$ cat src/rtl/lcd_pixel_scheduler.sv
// Pixel source sequencer between the frame-buffer read FIFO and the RGB LCD timing driver.
// Optional colour-bar generator is enabled by defining LCD_SCHED_COLORBAR_EN.
module lcd_pixel_scheduler #(
    parameter int unsigned LOAD_CYC = 16,
    parameter int unsigned CNT_W    = 10,
    parameter int unsigned FILL_THR = 256,
    parameter logic [15:0] BG_COLOR = 16'h0000
) (
    input  logic             lcd_pclk,
    input  logic             rst_n,
    input  logic             frame_en,
    input  logic             out_vsync,
    input  logic             data_req,
    input  logic [15:0]      fifo_rdata,
    input  logic             fifo_empty,
    input  logic [CNT_W-1:0] fifo_rd_count,
`ifdef LCD_SCHED_COLORBAR_EN
    input  logic             pattern_sel,
`endif
    output logic             fifo_rd_en,
    output logic             rd_load,
    output logic [15:0]      pixel_data,
    output logic             underflow,
    output logic [7:0]       uf_frames,
    output logic             state_run
);

    localparam int unsigned LdW    = (LOAD_CYC > 1) ? $clog2(LOAD_CYC) : 1;
    localparam logic [LdW-1:0]   LdLast  = LdW'(LOAD_CYC - 1);
    localparam logic [CNT_W-1:0] FillThr = CNT_W'(FILL_THR);

    typedef enum logic [2:0] {
        StIdle,
        StLoad,
        StFill,
        StRun,
        StDrain
    } state_e;

    state_e         state_q;
    logic [LdW-1:0] ld_cnt_q;
    logic           rd_load_q;
    logic           underflow_q;
    logic [7:0]     uf_frames_q;
    logic           vsync_q;
    logic           fs_q;
    logic           src_sel_q;
    logic           start_ok;
    logic           uf_hit;

`ifdef LCD_SCHED_COLORBAR_EN
    assign start_ok = frame_en & ~pattern_sel;
`else
    assign start_ok = frame_en;
`endif

    assign uf_hit     = (state_q == StRun) & data_req & fifo_empty;
    assign fifo_rd_en = (state_q == StRun) & data_req & ~fifo_empty;
    assign rd_load    = rd_load_q;
    assign underflow  = underflow_q;
    assign uf_frames  = uf_frames_q;
    assign state_run  = (state_q == StRun);

    // vsync_q resets high so a vsync level already present at reset release is not a frame start.
    always_ff @(posedge lcd_pclk or negedge rst_n) begin
        if (!rst_n) begin
            vsync_q   <= 1'b1;
            fs_q      <= 1'b0;
            src_sel_q <= 1'b0;
        end else begin
            vsync_q   <= out_vsync;
            fs_q      <= out_vsync & ~vsync_q;
            src_sel_q <= fifo_rd_en;
        end
    end

    always_ff @(posedge lcd_pclk or negedge rst_n) begin
        if (!rst_n) begin
            state_q     <= StIdle;
            ld_cnt_q    <= '0;
            rd_load_q   <= 1'b0;
            underflow_q <= 1'b0;
            uf_frames_q <= 8'd0;
        end else begin
            // Counted even when fs lands in the same cycle: that frame still saw the underflow.
            if (uf_hit) begin
                underflow_q <= 1'b1;
                if (uf_frames_q != 8'hFF) begin
                    uf_frames_q <= uf_frames_q + 8'd1;
                end
            end
            if (fs_q) begin
                ld_cnt_q <= '0;
                if (start_ok) begin
                    state_q   <= StLoad;
                    rd_load_q <= 1'b1;
                end else begin
                    state_q   <= StIdle;
                    rd_load_q <= 1'b0;
                end
            end else begin
                case (state_q)
                    StLoad: begin
                        if (ld_cnt_q == LdLast) begin
                            state_q   <= StFill;
                            rd_load_q <= 1'b0;
                        end else begin
                            ld_cnt_q <= ld_cnt_q + LdW'(1);
                        end
                    end
                    StFill: begin
                        if (fifo_rd_count >= FillThr) begin
                            state_q <= StRun;
                        end
                    end
                    StRun: begin
                        if (uf_hit) begin
                            state_q <= StDrain;
                        end
                    end
                    default: begin
                    end
                endcase
            end
        end
    end

`ifdef LCD_SCHED_COLORBAR_EN
    logic        pat_q;
    logic        req_q;
    logic        bar_vld_q;
    logic [10:0] x_q;
    logic [10:0] x_idx;
    logic [15:0] bar_q;

    function automatic logic [15:0] bar_color(input logic [2:0] bar);
        logic [15:0] c;
        case (bar)
            3'd0:    c = 16'hFFFF;
            3'd1:    c = 16'hFFE0;
            3'd2:    c = 16'h07FF;
            3'd3:    c = 16'h07E0;
            3'd4:    c = 16'hF81F;
            3'd5:    c = 16'hF800;
            3'd6:    c = 16'h001F;
            default: c = 16'h0000;
        endcase
        return c;
    endfunction

    // A new request burst (line) restarts the bar sequence at pixel 0.
    assign x_idx = (data_req && !req_q) ? 11'd0 : x_q;

    always_ff @(posedge lcd_pclk or negedge rst_n) begin
        if (!rst_n) begin
            pat_q     <= 1'b0;
            req_q     <= 1'b0;
            bar_vld_q <= 1'b0;
            x_q       <= 11'd0;
            bar_q     <= 16'h0000;
        end else begin
            req_q     <= data_req;
            bar_vld_q <= data_req;
            if (data_req) begin
                bar_q <= bar_color(x_idx[8:6]);
            end
            if (fs_q) begin
                pat_q <= pattern_sel;
                x_q   <= 11'd0;
            end else if (data_req) begin
                x_q <= x_idx + 11'd1;
            end
        end
    end

    always_comb begin
        pixel_data = BG_COLOR;
        if (pat_q) begin
            if (bar_vld_q) begin
                pixel_data = bar_q;
            end
        end else if (src_sel_q) begin
            pixel_data = fifo_rdata;
        end
    end
`else
    assign pixel_data = src_sel_q ? fifo_rdata : BG_COLOR;
`endif

endmodule

$ cat config.mk
export PLATFORM = sky130hd
export DESIGN_NAME = lcd_pixel_scheduler
export DESIGN_NICKNAME = d
export VERILOG_FILES = /design/src/rtl/lcd_pixel_scheduler.sv
export SDC_FILE = /design/constraint.sdc
export NUM_CORES = 1
export LEC_CHECK = 0
export BUFFER_PORTS_ARGS = -buffer_cell sky130_fd_sc_hd__buf_2
export CAP_MARGIN = 25
export CORE_ASPECT_RATIO = 1.75
export CORE_MARGIN = 4
export CORE_UTILIZATION = 46
export DETAILED_ROUTE_END_ITERATION = 8
export GPL_TIMING_DRIVEN = 0
export PLACE_DENSITY = 0.83
export REMOVE_ABC_BUFFERS = 1
export SLEW_MARGIN = 20
export SYNTH_ARGS = -nofsm -noshare
export SYNTH_HDL_FRONTEND = slang
export SYNTH_SLANG_ARGS = --single-unit
$ cat constraint.sdc
create_clock -name lcd_pclk -period 4.5 [get_ports lcd_pclk]
set_clock_uncertainty 0.05 [all_clocks]
set_input_delay 0.9 -clock lcd_pclk [delete_from_list [all_inputs] [get_ports lcd_pclk]]
set_output_delay 0.9 -clock lcd_pclk [all_outputs]
set_load 0.01 [all_outputs]
# Word level (Yosys, flattened, before mapping)
# Index checks and enable logic that the tools add are counted.
# totals
in_bits	32
register_bits	20
word_cells	47
# op_classes
order_cmp	1
add_sub_neg	2
muxes	14
bitwise	6
n_eq_ne	9
reduce_logical	7
# op_table
cell	n
$mux W16	1
$mux W3	4
$mux W4	3
$ge A10 B9 Y1 const B	1
$pmux W3 S3	1
$add A8 B1 Y8 const B	1
$ne A8 B8 Y1 const B	1
$eq A3 B2 Y1 const B	2
$ne A3 B3 Y1 const B	2
$reduce_and A2 Y1	3
$mux W1	5
$add A4 B1 Y4 const B	1
$and A1 B1 Y1	4
$eq A4 B4 Y1 const B	1
$reduce_and A4 Y1	1
$reduce_bool A2 Y1	2
$reduce_bool A4 Y1	1
$eq A3 B1 Y1 const B	1
$ne A3 B1 Y1 const B	1
$ne A2 B2 Y1 const B	1
$not A1 Y1	2

# Longest topological paths before layout
# depth
word_depth	6
depth_mapped	4
mapped_depth_nobuf	4

# Worst setup path before layout
# No wires, ideal clock.
# synth_path
kind	input to output
from	input port data_req
to	output port fifo_rd_en
slack_ns	2.179
required_ns	3.550
arrival_time_ns	1.371
path_stages	2
cell_sequence	nand4b_1 > nor2_1
# synth_between
elab_chain_cells	2
# synth_lines
item	line	source
start, declared	13	input logic data_req,
$and A1 B1 Y1 (2 in series)	58	assign fifo_rd_en = (state_q == StRun) & data_req & ~fifo_empty;
end, declared	20	output logic fifo_rd_en,
# No other way between the ends.

# Worst setup path after layout
# Ends and elaborated chain as after synthesis.

==> results.yml <==
drt:
  first_iter_violations: 23
  avgViaCountPerCell: 5.58
  wl_met1_um: 952
  wl_um: 2580
  wl_per_cell_um: 14.2
  drtPass1Iterations: 4
  num_vias: 1015
  met2WireLength_um: 1370
  ant_nets: 0
  met3_length_um: 213
  drc_errors: 0
  top_layer: "met4"
global_route:
  grt_overflow: 0
  grt_pass1_wl_um: 4060
  first_global_vias: 975
  grt_max_degree: 21
  grtUsageTotal_pct: 16.7
  antenna_found_initial: 0
power:
  comb_power_share_pct: 13.9
  p_int_mw: 0.253
  p_clk_share_pct: 25.5
  peakVddDrop_mv: 0.205
  p_leak_nw: 0.729
  power-per-cell-area_nw_per_um2: 252
  sw_frac_of_total_pct: 26.4
  switching_power_mw: 0.0908
  seqPwrFrac_pct: 60.6
critical_path:
  cp_slowest_cell: "nand4b_1"
  slowest_delay_ns: 0.27
  crit_required_ns: 3.55
  rr_worst_depth: 3
  worstPathArrival_ns: 1.67
  path_cells: "buf_2, nand4b_1, nor2_1, buf_2"
  setup.worst_path.start_class: "input pin"
  cp-end-kind: "output port"
  path_class: "input pin to output port"
  crit_path_max_fanout: 8
  cpMostUsedCell: "buf_2"
clocking:
  hold_buffers: 0
  clock_latency_ns: 0.31
  cts_buffer_depth: 2
  cts_resized: 0
  cts_num_sinks: 20
  cts_setup_buffers: 0
  root_buffer: "clkbuf_4"
  htree_levels: 1
  cts_tree: "done"
  clk_pin_slew_worst_paths_ns: 0.11
  cts_made_buffers: 3
synth:
  yosysSeqAreaShare_pct: 47.0
  ys_warn_count: 0
  synth_common_cells: "dfrtp_1 (19), and2_1 (16), a21oi_1 (6), nand2_1 (6)"
  synth_top_area_share_pct: 44.5
  ys_dominant_reg_cell: "dfrtp_1"
  synth-edff-count: 0
  synth_top_cell_by_area: "dfrtp_1"
  yosysMostFrequentCell: "dfrtp_1"
  yosys_register_bits: 20
  synth_top_cells_by_area: "dfrtp_1 (44%), and2_1 (9.4%), a21oi_1 (2.8%), a211oi_1 (2.8%), dfstp_2 (2.5%)"
  syn_avg_cell_area_sq_um: 9.99
  syn_inst: 107
  async_flop_share_pct: 100
  synth_area_sq_um: 1070
  synth_cell_types: 36
timing:
  worst_slew_margin_rel_pct: 70.6
  grt_setup_unrepaired: "false"
  layout_min_cycle_time_ns: 2.62
  hold_slack_ns: 0.424
  fin_ws_ns: 1.88
  tightest_slew_ns: 0.442
  post-route-period-util_pct: 58.2
  clock.fmax_ghz: 0.382
  finalMaxSlewViolations: 0
  setup_tns_ns: 0
  setup_viol: 0
  hold_violations: 0
placement:
  dp_cells: 178
  gp_congestion: 0.813
  hpwlAfterDp_um: 2020
  place_ws_ns: 1.88
  io_buffer_count: 51
floorplan:
  die_h_um: 71.8
  fp.dieW_um: 44.4
  io_pins: 60
  initial_utilization_pct: 49.8
  row_count: 22
  core_area_sq_um: 2150
  die-area_sq_um: 3190
layout:
  regArea_sq_um: 502
  drive_gt1_share_pct: 37.3
  syn_to_final_growth_pct: 27.6
  layout.nets: 193
  fin_cells: 182
  multi_input_area_sq_um: 539
  fill_cells: 183
  diodes: 0
run_status:
  outcome: "finished, final reports clean"
min_path:
  hp-class: "flip-flop to flip-flop"
  min_path_cells: 1
flow_run:
  drv_cap: 0
[layout by cell type (no fill, tap or decap), types with 4 or more instances in the layout]
cell / count
nand2_1: 6
buf_2: 51
a211oi_1: 4
nand3_1: 4
and2_1: 16
dfrtp_1: 19
a21oi_1: 6
[cell type report]
class,instances,area share (%)
multi-input cells,80,39.5
flip-flops and latches,20,36.8
repair buffers,51,18.7
well taps,24,2.20
clock buffers,4,1.93
inverters,3,0.826
[final timing paths]
| path | startpoint | to | slack (ns) |
|---|---|---|---|
| worst max-delay path | data_req | fifo_rd_en | 1.88 |
| worst min-delay path | underflow | underflow | 0.42 |
| worst max register to register | state_q[2] | uf_frames[6] | 2.67 |
| worst min register to register | underflow | underflow | 0.42 |
| max in group asynchronous | rst_n | vsync_q | 3.58 |
| min in group asynchronous | rst_n | underflow | 0.47 |
[cell families (layout without fill, tap and decap cells)]
group / Yosys count / after routing / share of synthesized area, %
AO/OA/AOI/OAI: 24 / 24 / 15.1
multiplexers: 3 / 3 / 3.16
buffers and inverters: 7 / 58 / 2.58
XOR/XNOR: 3 / 3 / 2.46
flip-flops: 20 / 20 / 47.0
adder cells (fa/ha/maj): 2 / 2 / 2.34
AND/OR/NAND/NOR: 48 / 48 / 27.4
[flip-flops by register name, summed over array words and instances (netlist names)]
register,flops
uf_frames,8
rd_load,1
state_q,3
vsync_q,1
ld_cnt_q,4
fs_q,1
src_sel_q,1
underflow,1
[critical path, delay by kind of cell]
family | cells | cell delay (ns)
buffers and inverters | 2 | 0.27
and+or+nand+nor | 2 | 0.50
[routing by layer]
layer  track usage, %  up-vias
li1                 -      502
met1             16.4      464
met2             31.7       44
met3             2.76        5
met4             8.39        0
met5                0        -
[power groups by stage]
| stage | registers (mW) | logic [mW] | clock network, mW |
|---|---|---|---|
| detailed placement | 0.212 | 0.0481 | 0 |
| CTS | 0.208 | 0.0488 | 0.0878 |
| finish | 0.208 | 0.0479 | 0.0877 |
| global placement | 0.211 | 0.0465 | 0 |
| global route | 0.210 | 0.0557 | 0.0969 |
| floorplan | 0.210 | 0.0246 | 0 |
[through the flow]
step,instance area [sq um],util (%),power (mW)
6_report,1360,63.5,0.344
5_1_grt,1360,63.5,0.363
4_1_cts,1360,63.5,0.345
3_5_place_dp,1340,62.3,0.260
3_3_place_gp,1340,62.3,0.257
2_1_floorplan,1050,-,0.235
(Power assumes the default switching activity.)
